`src/rtl/note_chart_streamer.sv`:
```
// note_chart_streamer
//   Walks a note chart held in a synchronous block ROM and streams each note
//   record to the scoring block once the note enters the lookahead window
//   ahead of song_time. Also answers the scorer's metadata request with the
//   chart header word read from ROM address 0.
//
// Ports
//   clk              100 MHz system clock
//   reset            synchronous, active-high
//   pause            high: no new note is released (an offered note stays)
//   song_time[15:0]  current song position, ms
//   rom_addr         chart ROM address (ADDR_W bits)
//   rom_data[31:0]   ROM word, valid the cycle after rom_addr
//   metadata_request one-cycle request pulse from the scorer
//   metadata[31:0]   header {note_count[31:16], song_len_ms[15:0]}
//   metadata_valid   one-cycle response strobe
//   ndata[31:0]      note {note_time[31:16], fret_mask[15:11], sustain_ms[10:0]}
//   ndata_valid      note offered
//   ndata_ready      scorer accepts the note
//   chart_done       all notes delivered; sticky until reset
//   skip_count[7:0]  stale notes dropped, saturating
//
// Optional feature (macro NOTE_SKIP_EN): notes whose time lies more than
// STALE_MS behind song_time are dropped in HOLD instead of being offered, and
// counted in skip_count. Without the macro every note is offered and
// skip_count is tied to zero.
//
// Handshake: ndata_valid/ndata_ready follow strict valid/ready rules. Once
// ndata_valid rises, ndata is held stable and valid stays high until a cycle
// in which ndata_ready is also high; that cycle is the transfer, and valid
// drops on the following cycle. Neither pause nor song_time withdraws an
// offered note.
module note_chart_streamer #(
  parameter int ADDR_W       = 12,
  parameter int LOOKAHEAD_MS = 2000,
  parameter int STALE_MS     = 200
) (
  input  logic              clk,
  input  logic              reset,
  input  logic              pause,
  input  logic [15:0]       song_time,
  output logic [ADDR_W-1:0] rom_addr,
  input  logic [31:0]       rom_data,
  input  logic              metadata_request,
  output logic [31:0]       metadata,
  output logic              metadata_valid,
  output logic [31:0]       ndata,
  output logic              ndata_valid,
  input  logic              ndata_ready,
  output logic              chart_done,
  output logic [7:0]        skip_count
);

`ifdef NOTE_SKIP_EN
  localparam bit SKIP_EN = 1'b1;
`else
  localparam bit SKIP_EN = 1'b0;
`endif

  localparam int MAX_IDX = (1 << ADDR_W) - 1;

  typedef enum logic [2:0] {
    HDR_RD,
    HDR_WAIT,
    FETCH,
    FWAIT,
    HOLD,
    PRESENT,
    DONE
  } state_t;

  state_t            state;
  state_t            state_next;
  logic [ADDR_W-1:0] index;
  logic [ADDR_W-1:0] n_notes;
  logic [ADDR_W-1:0] hdr_n;
  logic              pending;
  logic              last_note;
  logic              in_window;
  logic              stale;
  logic              drop;
  logic              advance;
  logic [16:0]       note_time_x;
  logic [16:0]       song_time_x;

  // Note count from the header word, clamped to the addressable note range.
  always_comb begin
    hdr_n = ADDR_W'(rom_data[31:16]);
    if ({16'b0, rom_data[31:16]} > 32'(MAX_IDX)) begin
      hdr_n = ADDR_W'(MAX_IDX);
    end
  end

  // Window and staleness compares are done in 17 bits so that
  // song_time + LOOKAHEAD_MS and note_time + STALE_MS never wrap.
  assign note_time_x = {1'b0, ndata[31:16]};
  assign song_time_x = {1'b0, song_time};
  assign in_window   = note_time_x <= (song_time_x + 17'(LOOKAHEAD_MS));
  assign stale       = SKIP_EN && ((note_time_x + 17'(STALE_MS)) < song_time_x);
  assign last_note   = (index == n_notes);

  // A paused streamer is frozen: it neither releases nor drops notes.
  assign drop    = (state == HOLD) && !pause && stale;
  assign advance = drop || ((state == PRESENT) && ndata_ready);

  always_ff @(posedge clk) begin
    if (reset) begin
      state <= HDR_RD;
    end else begin
      state <= state_next;
    end
  end

  always_comb begin
    state_next = state;
    case (state)
      HDR_RD:   state_next = HDR_WAIT;
      HDR_WAIT: state_next = (hdr_n == '0) ? DONE : FETCH;
      FETCH:    state_next = FWAIT;
      FWAIT:    state_next = HOLD;
      HOLD: begin
        if (drop) begin
          state_next = last_note ? DONE : FETCH;
        end else if (!pause && in_window) begin
          state_next = PRESENT;
        end
      end
      PRESENT: begin
        if (ndata_ready) begin
          state_next = last_note ? DONE : FETCH;
        end
      end
      DONE:     state_next = DONE;
      default:  state_next = HDR_RD;
    endcase
  end

  // Address is only meaningful in HDR_RD (header) and FETCH (note); the ROM
  // returns the word one cycle later, in HDR_WAIT / FWAIT.
  assign rom_addr    = (state == FETCH) ? index : '0;
  assign ndata_valid = (state == PRESENT);
  assign chart_done  = (state == DONE);

  always_ff @(posedge clk) begin
    if (reset) begin
      metadata       <= '0;
      metadata_valid <= 1'b0;
      pending        <= 1'b0;
      ndata          <= '0;
      index          <= ADDR_W'(1);
      n_notes        <= '0;
    end else begin
      metadata_valid <= 1'b0;
      case (state)
        HDR_RD: begin
          if (metadata_request) begin
            pending <= 1'b1;
          end
        end
        HDR_WAIT: begin
          metadata <= rom_data;
          n_notes  <= hdr_n;
          // Early requests are answered right after the header lands.
          if (pending || metadata_request) begin
            metadata_valid <= 1'b1;
          end
          pending <= 1'b0;
        end
        default: begin
          // A request that coincides with a response strobe is absorbed.
          if (metadata_request && !metadata_valid) begin
            metadata_valid <= 1'b1;
          end
        end
      endcase

      if (state == FWAIT) begin
        ndata <= rom_data;
      end

      if (advance && !last_note) begin
        index <= index + ADDR_W'(1);
      end
    end
  end

`ifdef NOTE_SKIP_EN
  always_ff @(posedge clk) begin
    if (reset) begin
      skip_count <= '0;
    end else if (drop && (skip_count != 8'hFF)) begin
      skip_count <= skip_count + 8'd1;
    end
  end
`else
  assign skip_count = '0;
`endif

endmodule

```
`config.mk`:
```
export PLATFORM = sky130hd
export DESIGN_NAME = note_chart_streamer
export DESIGN_NICKNAME = d
export VERILOG_FILES = /design/src/rtl/note_chart_streamer.sv
export SDC_FILE = /design/constraint.sdc
export NUM_CORES = 1
export LEC_CHECK = 0
export ABC_AREA = 1
export CORE_MARGIN = 2
export CORE_UTILIZATION = 25
export CTS_BUF_LIST = sky130_fd_sc_hd__clkbuf_2
export DETAILED_ROUTE_END_ITERATION = 8
export SLEW_MARGIN = 20
export SYNTH_ARGS = -nofsm -noshare
export SYNTH_HDL_FRONTEND = slang
export SYNTH_SLANG_ARGS = --single-unit
```
`constraint.sdc`:
```
create_clock -name clk -period 5.8 [get_ports clk]
set_clock_uncertainty 0.15 [all_clocks]
set_input_delay 0.87 -clock clk [delete_from_list [all_inputs] [get_ports clk]]
set_output_delay 0.87 -clock clk [all_outputs]
set_load 0.02 [all_outputs]
```
==> run_results.csv, run 1 <==
group,metric,value,unit
synthesis,synth_cells,615,
pwr,power.internal,1.41,mW
placed_design,place_congestion,0.906,
pwr,p_switching,1.00,mW
critical_path,crit_end,"rom_addr[3]",
synthesis,yosysTopAreaCell,"dfxtp_1",
timing,min_period,3460,ps
timing,period_share,59.6,%
pwr,total_leakage_power,2.45,nW
global_routing,antenna_found_initial,1,
timing,holdWs,355,ps
critical_path,reg2reg_depth,11,
synthesis,synth_top_cell_area_share,41.6,%
critical_path,cp-start-kind,"flip-flop",
global_routing,grt_max_degree,48,
timing,slew-limit-headroom,56.1,%
synthesis,yosys_warnings,0,
die,rows,48,
timing,setup_viol_count_final,0,
synthesis,synthFlopType,"dfxtp_1",
drt,drt-total-wl,13600,um
die,pin_count,140,
timing,fmax,0.289,GHz
drt,postRouteAntennaNets,0,
pwr,p_comb_share,47.4,%
finish,n_fill_cell,1911,
pwr,switching_share,41.7,%
pwr,ir_drop,0.000146,V
cts,cts_max_level,3,
critical_path,path_cells,"inv_1 > ha_1 > nand2_1 > nor2_1 > clkdlybuf4s50_1",
status,status,"finished clean",
finish,drive_above_1_share,3.92,%
worst_hold_path,min_path_type,"flip-flop to flip-flop",
finish,final_nets,810,
cts,cts.repair.resized,0,
drt,vias,4237,
finish,area_growth,35.3,%
die,die_h,138,um
synthesis,syn_area,4480,um^2
critical_path,setup.worst_path.start,"state[0]$_SDFFE_PP0P_",
finish,fin_util,34.8,%
cts,cts_tree,"built",
timing,tightest_slew,658,ps
critical_path,worst_path_largest_cell_delay,650,ps
cts,cts_sinks,93,
cts,cts_buffers,9,
timing,rsz0062_at_grt,"no",
critical_path,cpMaxStageDelayCell,"clkdlybuf4s50_1",
critical_path,end_kind,"output pin",
cts,postCtsSetupRepairBufs,0,
timing,slew_violations,0,
critical_path,r2r_start,"state[1]$_SDFFE_PP0P_",
synthesis,syn_area_per_cell,7.28,um^2
die,die_w,138,um
drt,drtIter0Drc,261,
synthesis,synth_most_common_cell,"nor2_1",
critical_path,worst_ep_arrival_time,2440,ps
global_routing,grt_pass1_vias,3904,
drt,firstDrtPassIters,4,
drt,drc,0,
timing,hold_viol,0,
synthesis,synth_enable_flop_cells,0,
global_routing,track_usage,14.5,%
pwr,power_per_cell_area,397,nW/um^2
synthesis,synthTopCellsByCount,"144 x nor2_1, 93 x dfxtp_1, 72 x nand2_1",
die,initial_core_util,25.7,%
drt,vias_per_cell,4.39,
pwr,seqPwrFrac,39.1,%
synthesis,synthDistinctLibCells,34,
placed_design,numPortBuffers,131,
synthesis,seq_area_frac_synth,41.6,%
cts,insertion_delay,580,ps
critical_path,r2r-end,"state[2]$_SDFFE_PP0P_",
die,dieArea,19000,um^2
run,cap_violations,0,
global_routing,grt_overflow_total,0,
placed_design,dp_hpwl,10100,um
drt,post_drt_wl_per_cell,14.1,um
cts,hold_buffers,0,
critical_path,critPathKind,"flip-flop to output pin",
critical_path,critPathRequiredTime,4780,ps
synthesis,synth.area.top_cells,"dfxtp_1 42%, nor2_1 12%, o21ai_0 7.7%, ha_1 6.1%, nand2_1 6.0%",
cts,cts_root_buf,"clkbuf_2",
synthesis,async_flop_share,0,%
global_routing,grt_pass1_wl,21100,um
pwr,power.share.clock,13.5,%
critical_path,crit_family,"buffers and inverters",
synthesis,ys_ff_latch,93,
critical_path,cp.depth,5,
critical_path,path_buf_inv,2,
critical_path,regToRegSetupSlack,3740,ps
die,core,17400,um^2
cts,clk_path_buf_depth,2,
timing,tns,0,ps
cts,clk_pin_slew,240,ps
critical_path,crit_fanout,12,
[layer usage]
metal	up-vias	track usage [%]	part of all wire, %
met1	1896	20.6	49
met3	13	3.80	6.9
li1	2207	-	-
met4	0	4.37	1.4
met2	121	21.5	42
met5	-	0	0
[cell families (layout without fill, tap and decap cells)]
logic type,Yosys count,in the layout,synth area share (%)
buffers and inverters,88,206,8.69
other,1,9,0.0837
flip-flops,93,93,41.6
adder cells (fa/ha/maj),22,22,6.15
XOR/XNOR,26,26,5.08
AO/OA/AOI/OAI,114,114,13.2
AND/OR/NAND/NOR,271,271,25.2
[how the worst min path moves through the flow]
stage,start,to,cells after the start,slack [ps]
CTS,metadata[31]$_SDFFE_PP0P_,metadata[31]$_SDFFE_PP0P_,2,360
finish,metadata[7]$_SDFFE_PP0P_,metadata[7]$_SDFFE_PP0P_,2,350
global route,metadata[24]$_SDFFE_PP0P_,metadata[24]$_SDFFE_PP0P_,2,380
detailed placement,ndata[10]$_SDFFE_PP0N_,ndata[10]$_SDFFE_PP0N_,2,320
floorplan,n_notes[6]$_SDFFE_PP0P_,n_notes[6]$_SDFFE_PP0P_,2,310
global placement,ndata[15]$_SDFFE_PP0N_,ndata[15]$_SDFFE_PP0N_,2,310
[per-stage QoR]
stage	area, um^2	setup WS (ps)	instances	power, mW
6_report	6060	2340	966	2.41
5_1_grt	6060	2120	966	2.60
4_1_cts	6060	2300	965	2.45
3_5_place_dp	5950	2050	949	2.11
3_3_place_gp	5950	2080	949	2.10
2_1_floorplan	4510	2780	622	1.62
[sequential cells by signal, summed over array words and instances, names as in the netlist]
| register | cells |
|---|---|
| state | 3 |
| ndata | 32 |
| n_notes | 12 |
| pending | 1 |
| metadata | 32 |
| metadata_valid | 1 |
| index | 12 |
[final cells by class]
type	count	area, um^2	share of cell area, %
Clock inverter	7	65.1	1.07
Inverter	54	203	3.34
Antenna cell	1	2.50	0.0413
Timing Repair Buffer	136	1350	22.2
Multi-Input combinational cell	441	2250	37.2
Tap cell	225	282	4.64
Clock buffer	9	45.0	0.743
Sequential cell	93	1860	30.7
[layout by cell type (no fill, tap or decap), types with 2 or more instances in the layout]
master / count
clkinv_1: 3
inv_1: 49
clkdlybuf4s50_1: 131
clkinv_2: 2
ha_1: 22
nor2_1: 144
nor4_2: 2
nor3_1: 24
conb_1: 8
o21ai_0: 69
nand4_1: 3
nand2_1: 72
dfxtp_1: 93
inv_2: 4
o21bai_1: 2
a21oi_1: 38
a221oi_1: 2
buf_4: 5
nand3_1: 16
xor2_1: 22
xnor2_1: 4
nand3b_1: 2
nor4_1: 4
clkbuf_2: 9
[power groups by stage]
| stage | registers (mW) | clock network, mW | logic [mW] |
|---|---|---|---|
| after floorplan | 1.11 | 0 | 0.511 |
| after global placement | 0.956 | 0 | 1.14 |
| after detailed placement | 0.956 | 0 | 1.16 |
| after CTS | 0.944 | 0.346 | 1.16 |
| after global routing | 0.965 | 0.371 | 1.27 |
| final | 0.942 | 0.325 | 1.14 |
[worst min-delay path, cell delays in order, from the launching register on]
cell	delay [ps]
dfxtp_1	360
nor2_1	90
nor2_1	50
(Power assumes the default switching activity.)
==> run 2: changes to the inputs <==
clock period = 3.03 ns   (was 5.8 ns; I/O delays follow)
==> run_results.csv, run 2 (synthesis results as in run 1) <==
group,metric,value,unit
critical_path,critPathKind,"flip-flop to output pin",
cts,cts_sinks,93,
die,die_h,138,um
pwr,power.internal,2.72,mW
drt,postRouteAntennaNets,0,
drt,vias_per_cell,4.39,
finish,final_common_cell,"nor2_1",
cts,clk_pin_slew,280,ps
pwr,total_leakage_power,2.76,nW
drt,drt-total-wl,13800,um
drt,drtIter0Drc,232,
critical_path,crit_fanout,3,
global_routing,track_usage,14.9,%
die,rows,48,
finish,fin_util,35.7,%
finish,ff_latch_area,1860,um^2
timing,fmax,0.373,GHz
cts,insertion_delay,600,ps
placed_design,place_congestion,0.833,
placed_design,dp_hpwl,10400,um
critical_path,critPathRequiredTime,2430,ps
critical_path,cp-start-kind,"flip-flop",
die,initial_core_util,25.7,%
placed_design,numPortBuffers,131,
pwr,power.share.clock,13.5,%
finish,area_growth,39.0,%
global_routing,grt_pass1_wl,21700,um
pwr,p_comb_share,47.5,%
pwr,switching_share,41.6,%
global_routing,grt_pass1_vias,4089,
global_routing,antenna_found_initial,2,
timing,period_share,88.5,%
drt,drc,0,
finish,n_fill_cell,1894,
cts,clk_path_buf_depth,2,
pwr,seqPwrFrac,39.0,%
drt,vias,4321,
cts,cts_buffers,9,
global_routing,grt_max_degree,39,
timing,slew_violations,0,
pwr,p_switching,1.93,mW
finish,most-common-layout-cells,"144 x nor2_1, 119 x clkdlybuf4s50_1, 93 x dfxtp_1, 71 x nand2_1, 69 x o21ai_0",
drt,firstDrtPassIters,4,
finish,final_nets,827,
pwr,power_per_cell_area,746,nW/um^2
finish,reg.largest.list,"metadata x32, ndata x32",
cts,postCtsSetupRepairBufs,0,
cts,cts_root_buf,"clkbuf_2",
drt,post_drt_wl_per_cell,14.0,um
run,cap_violations,0,
die,dieArea,19000,um^2
finish,multi_input_area,2260,um^2
cts,cts_max_level,3,
timing,rsz0062_at_grt,"no",
critical_path,end_kind,"output pin",
die,core,17400,um^2
critical_path,worst_ep_arrival_time,2080,ps
finish,drive_above_1_share,6.34,%
timing,setup_viol_count_final,0,
cts,cts_tree,"built",
timing,hold_viol,0,
die,die_w,138,um
die,pin_count,140,
timing,holdWs,298,ps
timing,min_period,2680,ps
status,status,"finished clean",
pwr,ir_drop,0.000303,V
global_routing,grt_overflow_total,0,
worst_hold_path,min_path_type,"input port to flip-flop",
[run 2: cell type report]
cell class | instances | share of cell area, %
inverters | 54 | 3.26
clock buffers | 9 | 0.723
flip-flops and latches | 93 | 29.9
clock inverters | 7 | 1.07
well taps | 225 | 4.52
diodes | 2 | 0.0804
repair buffers | 153 | 24.2
multi-input cells | 441 | 36.3
[run 2: worst paths after layout]
check | endpoint | from | slack (ps) | cells past startpoint
min | ndata[18]$_SDFFE_PP0N_ | rom_data[18] | 300 | 3
max reg2reg | metadata[30]$_SDFFE_PP0P_ | state[1]$_SDFFE_PP0P_ | 750 | 7
max | chart_done | state[0]$_SDFFE_PP0P_ | 350 | 5
min reg2reg | metadata[8]$_SDFFE_PP0P_ | metadata[8]$_SDFFE_PP0P_ | 350 | 2
[run 2: metrics by stage]
stage / TNS (ps) / power [mW] / setup slack (ps) / cell area [um^2] / instances
after global routing: 0 / 5.03 / 42.2 / 6220 / 983
final: 0 / 4.65 / 348 / 6230 / 984
after global placement: -407 / 4.05 / -152 / 6080 / 966
after floorplan: 0 / 3.10 / 426 / 4510 / 622
after detailed placement: -591 / 4.06 / -209 / 6080 / 966
after CTS: 0 / 4.71 / 19.1 / 6190 / 982
[run 2: timing repair]
item,in CTS,in global routing
resized for setup,1,12
hold buffers,0,0
hold endpoints to repair,0,0
setup endpoints to repair,12,12
[run 2: metal layers]
metal	vias up	GRT usage, %	wire length (um)	part of all wire [%]
met5	-	0	0	0
met4	0	5.90	293	2.1
met3	19	3.25	823	6.0
met2	112	23.1	5840	42
met1	1935	20.1	6850	50
li1	2255	-	-	-
[run 2: power groups by stage]
stage	sequential (mW)	combinational (mW)	clock, mW
3_3_place_gp	1.84	2.22	0
4_1_cts	1.82	2.24	0.658
2_1_floorplan	2.12	0.977	0
5_1_grt	1.86	2.47	0.705
6_report	1.81	2.21	0.627
3_5_place_dp	1.84	2.22	0
[run 2: critical path, stage by stage (launching register included)]
cell and delay (ps):
dfxtp_1 380, inv_1 100, ha_1 220, nand2_1 70, inv_1 100, clkdlybuf4s50_1 630
==> run 3: changes to the inputs <==
clock period = 2.7 ns   (was 3.03 ns; I/O delays follow)
==> run_results.csv, run 3 (synthesis results as in run 1) <==
group,metric,value,unit
worst_hold_path,min_path_type,"input port to flip-flop",
global_routing,grt_pass1_wl,22100,um
global_routing,grt_use_met3,3.65,%
drt,firstDrtPassIters,5,
critical_path,worst_ep_arrival_time,1940,ps
placed_design,numPortBuffers,131,
timing,fmax,0.400,GHz
timing,min_period,2500,ps
timing,hold_viol,0,
global_routing,track_usage,15.1,%
finish,final_common_cell,"nor2_1",
critical_path,cpMaxStageDelayCell,"dfxtp_1",
die,core,17400,um^2
finish,reg.largest.list,"metadata x32, ndata x32",
critical_path,cp-start-kind,"flip-flop",
cts,cts_tree,"built",
critical_path,crit_fanout,12,
global_routing,grtUsageMet1,20.5,%
timing,holdWs,218,ps
die,dieArea,19000,um^2
pwr,total_leakage_power,2.58,nW
finish,multi_input_area,2270,um^2
timing,timing.final.ws_setup,201,ps
placed_design,dp_hpwl,10500,um
global_routing,grt_max_degree,41,
cts,cts_max_level,3,
global_routing,met2_usage,23.3,%
global_routing,antenna_found_initial,1,
global_routing,grt_pass1_vias,4210,
status,status,"finished clean",
drt,vias,4404,
placed_design,dp_slack,-508,ps
die,pin_count,140,
die,die_h,138,um
cts,hold_buffers,0,
drt,drc,0,
cts,clk_path_buf_depth,2,
die,die_w,138,um
finish,n_fill_cell,1864,
cts,cts_buffers,9,
timing,setup_viol_count_final,0,
critical_path,crit_family,"buffers and inverters",
critical_path,path_cells,"inv_1 > ha_1 > nand2_2 > nor2_1 > clkdlybuf4s15_1",
die,rows,48,
run,cap_violations,0,
drt,postRouteAntennaNets,0,
critical_path,end_kind,"output pin",
finish,most-common-layout-cells,"143 x nor2_1, 117 x clkdlybuf4s50_1, 92 x dfxtp_1, 71 x nand2_1, 68 x o21ai_0",
critical_path,regToRegSetupSlack,690,ps
die,initial_core_util,25.7,%
critical_path,critPathRequiredTime,2140,ps
timing,tightest_slew,584,ps
cts,insertion_delay,620,ps
pwr,power_per_cell_area,831,nW/um^2
critical_path,path_buf_inv,2,
critical_path,critPathKind,"flip-flop to output pin",
pwr,ir_drop,0.000365,V
cts,cts_sinks,93,
critical_path,worst_path_largest_cell_delay,380,ps
finish,final_nets,832,
timing,period_share,92.5,%
finish,drive_above_1_share,8.14,%
placed_design,dp_cells,971,
drt,drtIter0Drc,283,
finish,ff_latch_area,1860,um^2
finish,area_growth,38.8,%
placed_design,place_congestion,0.812,
cts,cts_root_buf,"clkbuf_2",
global_routing,grt-busiest-layer,"met2",
drt,vias_per_cell,4.46,
drt,post_drt_wl_per_cell,14.0,um
global_routing,grt_overflow_total,0,
cts,clk_pin_slew,280,ps
timing,slew-limit-headroom,61.0,%
drt,drt-total-wl,13900,um
timing,slew_violations,0,
finish,stdcell_count,988,
-- run 3: cell types whose count changed in the layout (fill, tap and decap cells not counted), moves of 2 or more --
cell | before | now
clkinvlp_4 | 0 | 2
dlymetal6s2s_1 | 12 | 0
dlygate4sd2_1 | 0 | 4
inv_6 | 0 | 2
clkinv_2 | 3 | 1
clkdlybuf4s50_1 | 119 | 117
clkdlybuf4s15_1 | 0 | 6
clkbuf_2 | 9 | 14
buf_4 | 22 | 26
-- run 3: layout make-up --
class	instances	share of cell area (%)
multi-input combinational	441	36.5
sequential	93	30.0
clock inverter	6	0.744
timing repair buffer	158	24.1
tap	225	4.53
antenna	1	0.0402
inverter	54	3.26
clock buffer	10	0.805
-- run 3: worst min-delay path: stages --
cell and delay [ps]:
clkdlybuf4s50_1 410, inv_1 110, a21oi_1 70
-- run 3: final timing paths --
| check | startpoint | end | cells past startpoint |
|---|---|---|---|
| setup / recovery | state[0]$_SDFFE_PP0P_ | rom_addr[5] | 5 |
| hold / removal | rom_data[29] | metadata[29]$_SDFFE_PP0P_ | 3 |
| setup reg to reg | state[1]$_SDFFE_PP0P_ | state[2]$_SDFFE_PP0P_ | 11 |
| hold reg to reg | ndata[9]$_SDFFE_PP0N_ | ndata[9]$_SDFFE_PP0N_ | 2 |
-- run 3: report_power, final --
group          leakage, nW  switching, mW  total [mW]  internal [mW]
Combinational         1.76           1.42        2.49           1.06
Sequential           0.761          0.259        2.03           1.78
Clock               0.0589          0.516       0.648          0.131
Total                 2.58           2.20        5.17           2.97
-- run 3: metrics by stage --
step / TNS (ps) / instance area, um^2 / power (mW) / util [%]
floorplan: 0 / 4510 / 3.48 / -
global placement: -1230 / 6130 / 4.55 / 35.2
detailed placement: -1480 / 6130 / 4.57 / 35.2
CTS: 0 / 6210 / 5.24 / 35.7
global route: -1.93 / 6220 / 5.60 / 35.7
finish: 0 / 6220 / 5.17 / 35.7
-- run 3: repair_timing --
action                                  4_1_cts  5_1_grt
endpoints found under the setup margin       14       13
buffers inserted                              0        0
gates resized for setup                      16       18
-- run 3: metal layers --
metal	part of all wire (%)	routed length [um]	vias up
li1	-	-	2267
met5	0	0	-
met1	48	6640	1995
met3	7.5	1040	15
met4	1.5	203	0
met2	43	5980	127
